$ cat src/rtl/seg7_pkg.sv
// seg7_pkg: shared constants, hex glyph table and index-width helper for the seg7 scanner
package seg7_pkg;
  localparam logic [6:0] SEG_BLANK = 7'h7F;
  localparam logic [15:0][6:0] GLYPH = {
    7'h0E, 7'h06, 7'h21, 7'h46, 7'h03, 7'h08, 7'h10, 7'h00,
    7'h78, 7'h02, 7'h12, 7'h19, 7'h30, 7'h24, 7'h79, 7'h40
  };
  function automatic int idx_w(int n);
    return n > 1 ? $clog2(n) : 1;
  endfunction
endpackage

$ cat src/rtl/seg7_scan_mux_if.sv
// seg7_scan_mux_if: producer-side value/strobe inputs and display pin outputs
interface seg7_scan_mux_if #(parameter int NUM_DIGITS = 4);
  logic [4*NUM_DIGITS-1:0] num;
  logic [NUM_DIGITS-1:0]   dp;
  logic                    load;
  logic                    blank;
  logic [6:0]              seg;
  logic                    dp_out;
  logic [NUM_DIGITS-1:0]   an;
  logic                    frame_start;
  modport master (output num, dp, load, blank, input seg, dp_out, an, frame_start);
  modport slave  (input num, dp, load, blank, output seg, dp_out, an, frame_start);
endinterface

$ cat src/rtl/seg7_hex_decode.sv
// seg7_hex_decode: 4-bit nibble to active-low {g,f,e,d,c,b,a} glyph
module seg7_hex_decode import seg7_pkg::*; (
  input  logic [3:0] nib,
  output logic [6:0] seg
);
  assign seg = GLYPH[nib];
endmodule

$ cat src/rtl/seg7_scan_mux.sv
// seg7_scan_mux: double-buffered multiplexed hex display scanner with ghost gap and blank
// Define SEG7_LZB_EN to suppress leading-zero digits above digit 0.
module seg7_scan_mux import seg7_pkg::*; #(
  parameter int NUM_DIGITS   = 4,
  parameter int REFRESH_DIV  = 1024,
  parameter int GHOST_CYCLES = 2
) (
  input logic             clk,
  input logic             rst_n,
  seg7_scan_mux_if.slave  bus
);
  localparam int IW = idx_w(NUM_DIGITS);
  localparam int CW = idx_w(REFRESH_DIV);
  logic [CW-1:0]           cnt_q, cnt_d;
  logic [IW-1:0]           idx_q, idx_d;
  logic [4*NUM_DIGITS-1:0] pend_num_q, pend_num_d, disp_num_q, disp_num_d;
  logic [NUM_DIGITS-1:0]   pend_dp_q, pend_dp_d, disp_dp_q, disp_dp_d;
  logic                    pend_valid_q, pend_valid_d;
  logic [6:0]              seg_q, seg_d, glyph;
  logic                    dp_out_q, dp_out_d, frame_start_q, frame_start_d;
  logic [NUM_DIGITS-1:0]   an_q, an_d, sup;
  logic [3:0]              nib;
  logic                    tick, boundary, lit;
`ifdef SEG7_LZB_EN
  logic zero_hi;
  always_comb begin
    zero_hi = 1'b1;
    sup = '0;
    for (int k = NUM_DIGITS - 1; k > 0; k--) begin
      zero_hi = zero_hi & (disp_num_q[4*k +: 4] == 4'h0);
      sup[k] = zero_hi & ~disp_dp_q[k];
    end
  end
`else
  assign sup = '0;
`endif
  seg7_hex_decode u_dec (.nib(nib), .seg(glyph));
  always_comb begin
    tick          = cnt_q == CW'(REFRESH_DIV - 1);
    boundary      = tick && idx_q == IW'(NUM_DIGITS - 1);
    cnt_d         = tick ? '0 : cnt_q + CW'(1);
    idx_d         = boundary ? '0 : tick ? idx_q + IW'(1) : idx_q;
    pend_num_d    = bus.load ? bus.num : pend_num_q;
    pend_dp_d     = bus.load ? bus.dp : pend_dp_q;
    pend_valid_d  = !boundary && (pend_valid_q || bus.load);
    // A load on the boundary cycle itself bypasses the pending buffer
    disp_num_d    = !boundary ? disp_num_q : bus.load ? bus.num : pend_valid_q ? pend_num_q : disp_num_q;
    disp_dp_d     = !boundary ? disp_dp_q : bus.load ? bus.dp : pend_valid_q ? pend_dp_q : disp_dp_q;
    nib           = disp_num_q[{idx_q, 2'b00} +: 4];
    lit           = !bus.blank && cnt_q >= CW'(GHOST_CYCLES) && !sup[idx_q];
    an_d          = lit ? ~(NUM_DIGITS'(1) << idx_q) : '1;
    seg_d         = glyph;
    dp_out_d      = ~disp_dp_q[idx_q];
    frame_start_d = cnt_q == '0 && idx_q == '0;
  end
  always_ff @(posedge clk or negedge rst_n) begin
    if (!rst_n) begin
      cnt_q         <= '0;
      idx_q         <= '0;
      pend_num_q    <= '0;
      pend_dp_q     <= '0;
      pend_valid_q  <= 1'b0;
      disp_num_q    <= '0;
      disp_dp_q     <= '0;
      seg_q         <= SEG_BLANK;
      dp_out_q      <= 1'b1;
      an_q          <= '1;
      frame_start_q <= 1'b0;
    end else begin
      cnt_q         <= cnt_d;
      idx_q         <= idx_d;
      pend_num_q    <= pend_num_d;
      pend_dp_q     <= pend_dp_d;
      pend_valid_q  <= pend_valid_d;
      disp_num_q    <= disp_num_d;
      disp_dp_q     <= disp_dp_d;
      seg_q         <= seg_d;
      dp_out_q      <= dp_out_d;
      an_q          <= an_d;
      frame_start_q <= frame_start_d;
    end
  end
  assign bus.seg         = seg_q;
  assign bus.dp_out      = dp_out_q;
  assign bus.an          = an_q;
  assign bus.frame_start = frame_start_q;
endmodule
$ cat src/flat_wrapper.sv
// flat-port wrapper written by rule: the top's interface ports become plain ports
module seg7_scan_mux_flat import seg7_pkg::*;
#(
  parameter int NUM_DIGITS   = 4,
  parameter int REFRESH_DIV  = 1024,
  parameter int GHOST_CYCLES = 2
)
  (clk, rst_n, bus_num, bus_dp, bus_load, bus_blank, bus_seg, bus_dp_out, bus_an, bus_frame_start);
  seg7_scan_mux_if #(.NUM_DIGITS(NUM_DIGITS)) bus_i ();
  input logic clk;
  input logic rst_n;
  input wire logic [$bits(bus_i.num)-1:0] bus_num;
  input wire logic [$bits(bus_i.dp)-1:0] bus_dp;
  input wire logic [$bits(bus_i.load)-1:0] bus_load;
  input wire logic [$bits(bus_i.blank)-1:0] bus_blank;
  output wire logic [$bits(bus_i.seg)-1:0] bus_seg;
  output wire logic [$bits(bus_i.dp_out)-1:0] bus_dp_out;
  output wire logic [$bits(bus_i.an)-1:0] bus_an;
  output wire logic [$bits(bus_i.frame_start)-1:0] bus_frame_start;
  assign bus_i.num = bus_num;
  assign bus_i.dp = bus_dp;
  assign bus_i.load = bus_load;
  assign bus_i.blank = bus_blank;
  assign bus_seg = bus_i.seg;
  assign bus_dp_out = bus_i.dp_out;
  assign bus_an = bus_i.an;
  assign bus_frame_start = bus_i.frame_start;
  seg7_scan_mux #(.NUM_DIGITS(NUM_DIGITS), .REFRESH_DIV(REFRESH_DIV), .GHOST_CYCLES(GHOST_CYCLES)) u_core (.clk(clk), .rst_n(rst_n), .bus(bus_i));
endmodule
$ cat config.mk
export PLATFORM = sky130hd
export DESIGN_NAME = seg7_scan_mux_flat
export DESIGN_NICKNAME = d
export VERILOG_FILES = /design/src/rtl/seg7_pkg.sv /design/src/rtl/seg7_scan_mux_if.sv /design/src/rtl/seg7_hex_decode.sv /design/src/rtl/seg7_scan_mux.sv /design/src/flat_wrapper.sv
export SDC_FILE = /design/constraint.sdc
export NUM_CORES = 1
export LEC_CHECK = 0
export ABC_AREA = 1
export BUFFER_PORTS_ARGS = -buffer_cell sky130_fd_sc_hd__buf_2
export CAP_MARGIN = 25
export CORE_ASPECT_RATIO = 1.2
export CORE_UTILIZATION = 50
export DETAILED_ROUTE_END_ITERATION = 6
export PLACE_DENSITY_LB_ADDON = 0.15
export SYNTH_ARGS = -nofsm -noshare
export SYNTH_HDL_FRONTEND = slang
export SYNTH_SLANG_ARGS = --single-unit
$ cat constraint.sdc
create_clock -name clk -period 2.2 [get_ports clk]
set_input_delay 0.22 -clock clk [delete_from_list [all_inputs] [get_ports clk]]
set_output_delay 0.22 -clock clk [all_outputs]
set_load 0.01 [all_outputs]
==> metrics.md <==
| Metric | Value |
|---|---|
| Outcome | complete, no violations |
| Clock buffers created by TritonCTS | 9 |
| Buffers added on ports | 36 |
| Number of pins exceeding their max-slew limit in the final report | 0 |
| Yosys synthesis warning count | 0 |
| Setup CP Type | reg -> reg |
| Wirelength, routed | 5590 um |
| TritonCTS clock tree | built |
| Worst-path cell chain | inv_2 -> nand2_1 -> nand3_1 -> nand2_1 -> inv_1 -> ha_1 -> nand3_1 -> nand2_1 -> nand2_1 -> nand2_1 |
| Initial antenna violation count | 0 |
| Commonest cells after routing, fill and taps aside | nand2_1 (170), dfrtp_1 (54), nand3_1 (44), buf_2 (36), inv_1 (16) |
| Register area share after synthesis | 52.9% |
| CTS HTree Levels | 3 |
| Critical path's most frequent cell | nand2_1 |
| Worst Max-Slew Pin Slew | 0.585 ns |
| Buffers plus inverters on the worst setup path | 2 |
| Proportion of synthesized flip-flops having asynchronous set or reset | 100% |
| Setup WS pre-CTS | 0.441 ns |
| Antenna diode instance count | 0 |
| Area of the die | 6620 um2 |
| #FFs+latches synth | 66 |
| Die span in y | 88.9 um |
| Most frequent standard cell in the layout excluding fill and tap cells | nand2_1 |
| Mean number of vias per cell | 4.80 |
| Final net count | 441 |
| Routed wire per std cell | 11.4 um |
| End point of the worst hold path | u_core.pend_num_q[13]$_DFFE_PN0P_ |
| Headroom to the max-slew limit | 61.0% |
| Final number of setup-violating endpoints | 0 |
| Unrepaired setup endpoints after global routing | no |
| Post-layout minimum cycle time | 1.76 ns |
| I/O Pins | 37 |
| PnR worst setup slack | 0.443 ns |
| Leakage power of the design | 1.98 nW |
| Total DRC errors in the routed layout | 0 |
| Aggregate negative setup slack | 0 ns |
| Clock transition at the register clock pins on the worst setup and hold paths after CTS | 0.07 ns |
| Area growth syn-to-layout | 13.2% |
| First-pass GRT wire length | 9960 um |
| Setup skew after layout | 0.0105 ns |
| Hold Startpoint | bus_num[13] |
| Setup Fix Bufs, Post-CTS | 0 |
| Setup slack of the worst register-to-register path | 0.44 ns |
| Worst EP arrival | 2.06 ns |
| Number of antenna-violating nets in the routed design | 0 |
| Width of the die | 74.4 um |
| Clk Tree Root Cell | clkbuf_8 |
| Via count of the first global-routing pass | 2210 |
| Grt ovf | 0 |
| Clock sink count | 66 |
| Number of synthesized flops with an enable pin | 0 |
| Via Count | 2357 |
| Clk_lat worst skew | 0.35 ns |
| Startpoint of the lowest-slack register-to-register path | u_core.idx_q[0]$_DFFE_PN0P_ |
| Post-detailed-placement half-perimeter wirelength | 3910 um |
| Ys flop type | dfrtp_1 |
| Number of DRC markers after the initial detailed-route iteration | 60 |
| Crit path max fanout | 13 |
| Global-route usage over all layers | 20.0% |
| Worst min path class | in -> reg |
| Worst hold path depth | 3 |
| Number of unique standard cell types used by synthesis | 29 |
| Cell with the biggest individual delay on the critical path | dfrtp_1 |
| Starting utilization of the core area | 52.0% |
| Top delay family on crit path | simple AND/OR/NAND/NOR gates |
| Synth Cell Area | 3150 um2 |
| Worst reg2reg endpoint | u_core.bus.seg[3]$_DFF_PN1_ |
| Share of final-layout standard cells stronger than drive strength 1 | 20.8% |
| Count of mapped cells out of synthesis | 365 |
| Highest cell delay on the worst timing path | 0.48 ns |
| Max VDD drop | 0.000481 V |
| Max capacitance violation total | 0 |
| Largest net degree at the start of global routing | 44 |
| Avg Inst Size Synth | 8.62 um2 |
| Pre-Repair DR Iteration Count | 4 |
| Net count of the mapped netlist | 402 |
| Count of standard-cell rows | 31 |
| Setup crit end kind | flip-flop |
| Final hold violation count | 0 |
| Max Clk Rate | 569 MHz |
| Power Density | 633 nW/um2 |
| Max clock buf depth | 2 |
| Core area | 6050 um2 |
| Worst Reg-to-Reg Cells | 10 |
| Critical path startpoint category | flip-flop |
| RD Place Congestion | 0.849 |
| Final worst-path cycle share | 79.8% |
| Required time at the worst-slack endpoint | 2.50 ns |
[sequential cells by signal (all words and copies together) (netlist names)]
name and count:
u_core.idx_q 2, u_core.pend_dp_q 4, u_core.bus.dp_out 1, u_core.pend_num_q 16
u_core.bus.frame_start 1, u_core.disp_dp_q 4, u_core.bus.an 4, u_core.disp_num_q 16
u_core.bus.seg 7, u_core.cnt_q 10, u_core.pend_valid_q 1
[layout make-up]
cell class	instances	area (um2)
timing repair buffer	40	225
fill	575	2490
inverter	22	82.6
clock buffer	11	141
multi-input combinational	265	1320
tap	82	103
clock inverter	5	30.0
sequential	66	1670
[per-layer routing]
metal	share of wire (%)	wire, um	track usage (%)	vias up
met3	3.8	211	5.41	15
met4	2.5	139	9.61	0
met5	0	0	0	-
li1	-	-	-	1222
met2	44	2470	31.3	55
met1	50	2770	25.6	1065
[metrics by stage]
stage               area [um2]  power [mW]  hold WS [ns]  util (%)  std cells
floorplan                 3150        1.32       -0.0756         -        365
finish                    3560        2.26        0.0962      58.9        491
CTS                       3560        2.29        0.0773      58.9        491
global placement          3380        1.38         0.234      55.9        474
detailed placement        3380        1.39         0.234      55.9        474
global route              3560        2.35         0.103      58.9        491
[synth_stat cells (2+ instances only)]
cell      number  area, um2
nand2_1      170        638
dfrtp_1       54       1350
nand3_1       44        220
inv_1         16       60.1
ha_1          13        163
dfstp_2       12        315
nor2_1         9       33.8
inv_2          6       22.5
buf_6          4       45.0
buf_2          3       15.0
clkbuf_1       3       11.3
nand2_2        3       18.8
o21ai_0        3       15.0
xor2_1         3       26.3
a21oi_1        2       10.0
nand3_2        2       20.0
nand3_4        2       35.0
nand3b_1       2       15.0
nor2_4         2       22.5
nor2_8         2       40.0
nor3_1         2       10.0
[cell families after synthesis]
group | synth area share [%]
AND/OR/NAND/NOR | 34.0
flip-flops | 52.9
AO/OA/AOI/OAI | 1.51
adder cells (fa/ha/maj) | 5.17
buffers and inverters | 5.25
XOR/XNOR | 1.11
[where the power goes]
| group | switching [mW] | leakage (nW) | internal, mW |
|---|---|---|---|
| registers | 0.00906 | 0.824 | 1.25 |
| clock network | 0.464 | 0.0851 | 0.433 |
| logic | 0.0690 | 1.07 | 0.0353 |
| total | 0.542 | 1.98 | 1.72 |
[worst max-delay path by stage]
stage	start	endpoint	slack (ns)	cells past startpoint
after floorplan	u_core.idx_q[0]$_DFFE_PN0P_	u_core.bus.seg[3]$_DFF_PN1_	0.71	11
after global placement	u_core.idx_q[0]$_DFFE_PN0P_	u_core.bus.seg[3]$_DFF_PN1_	0.46	10
after detailed placement	u_core.idx_q[0]$_DFFE_PN0P_	u_core.bus.seg[3]$_DFF_PN1_	0.44	10
after CTS	u_core.idx_q[0]$_DFFE_PN0P_	u_core.bus.seg[3]$_DFF_PN1_	0.43	10
after global routing	u_core.idx_q[0]$_DFFE_PN0P_	u_core.bus.seg[5]$_DFF_PN1_	0.26	10
final	u_core.idx_q[0]$_DFFE_PN0P_	u_core.bus.seg[3]$_DFF_PN1_	0.44	10
[what timing repair did]
action	in CTS	in global routing
endpoints found under the hold margin	12	0
gates resized for setup	0	0
hold buffers	1	0
[worst register-to-register path, delay by kind of cell (launching register included)]
family | cells | cell delay [ns]
fa+ha+maj | 1 | 0.18
flops | 1 | 0.48
simple gates | 7 | 0.68
buf+inv | 2 | 0.40
No activity file was read; power rests on OpenSTA's default activity.
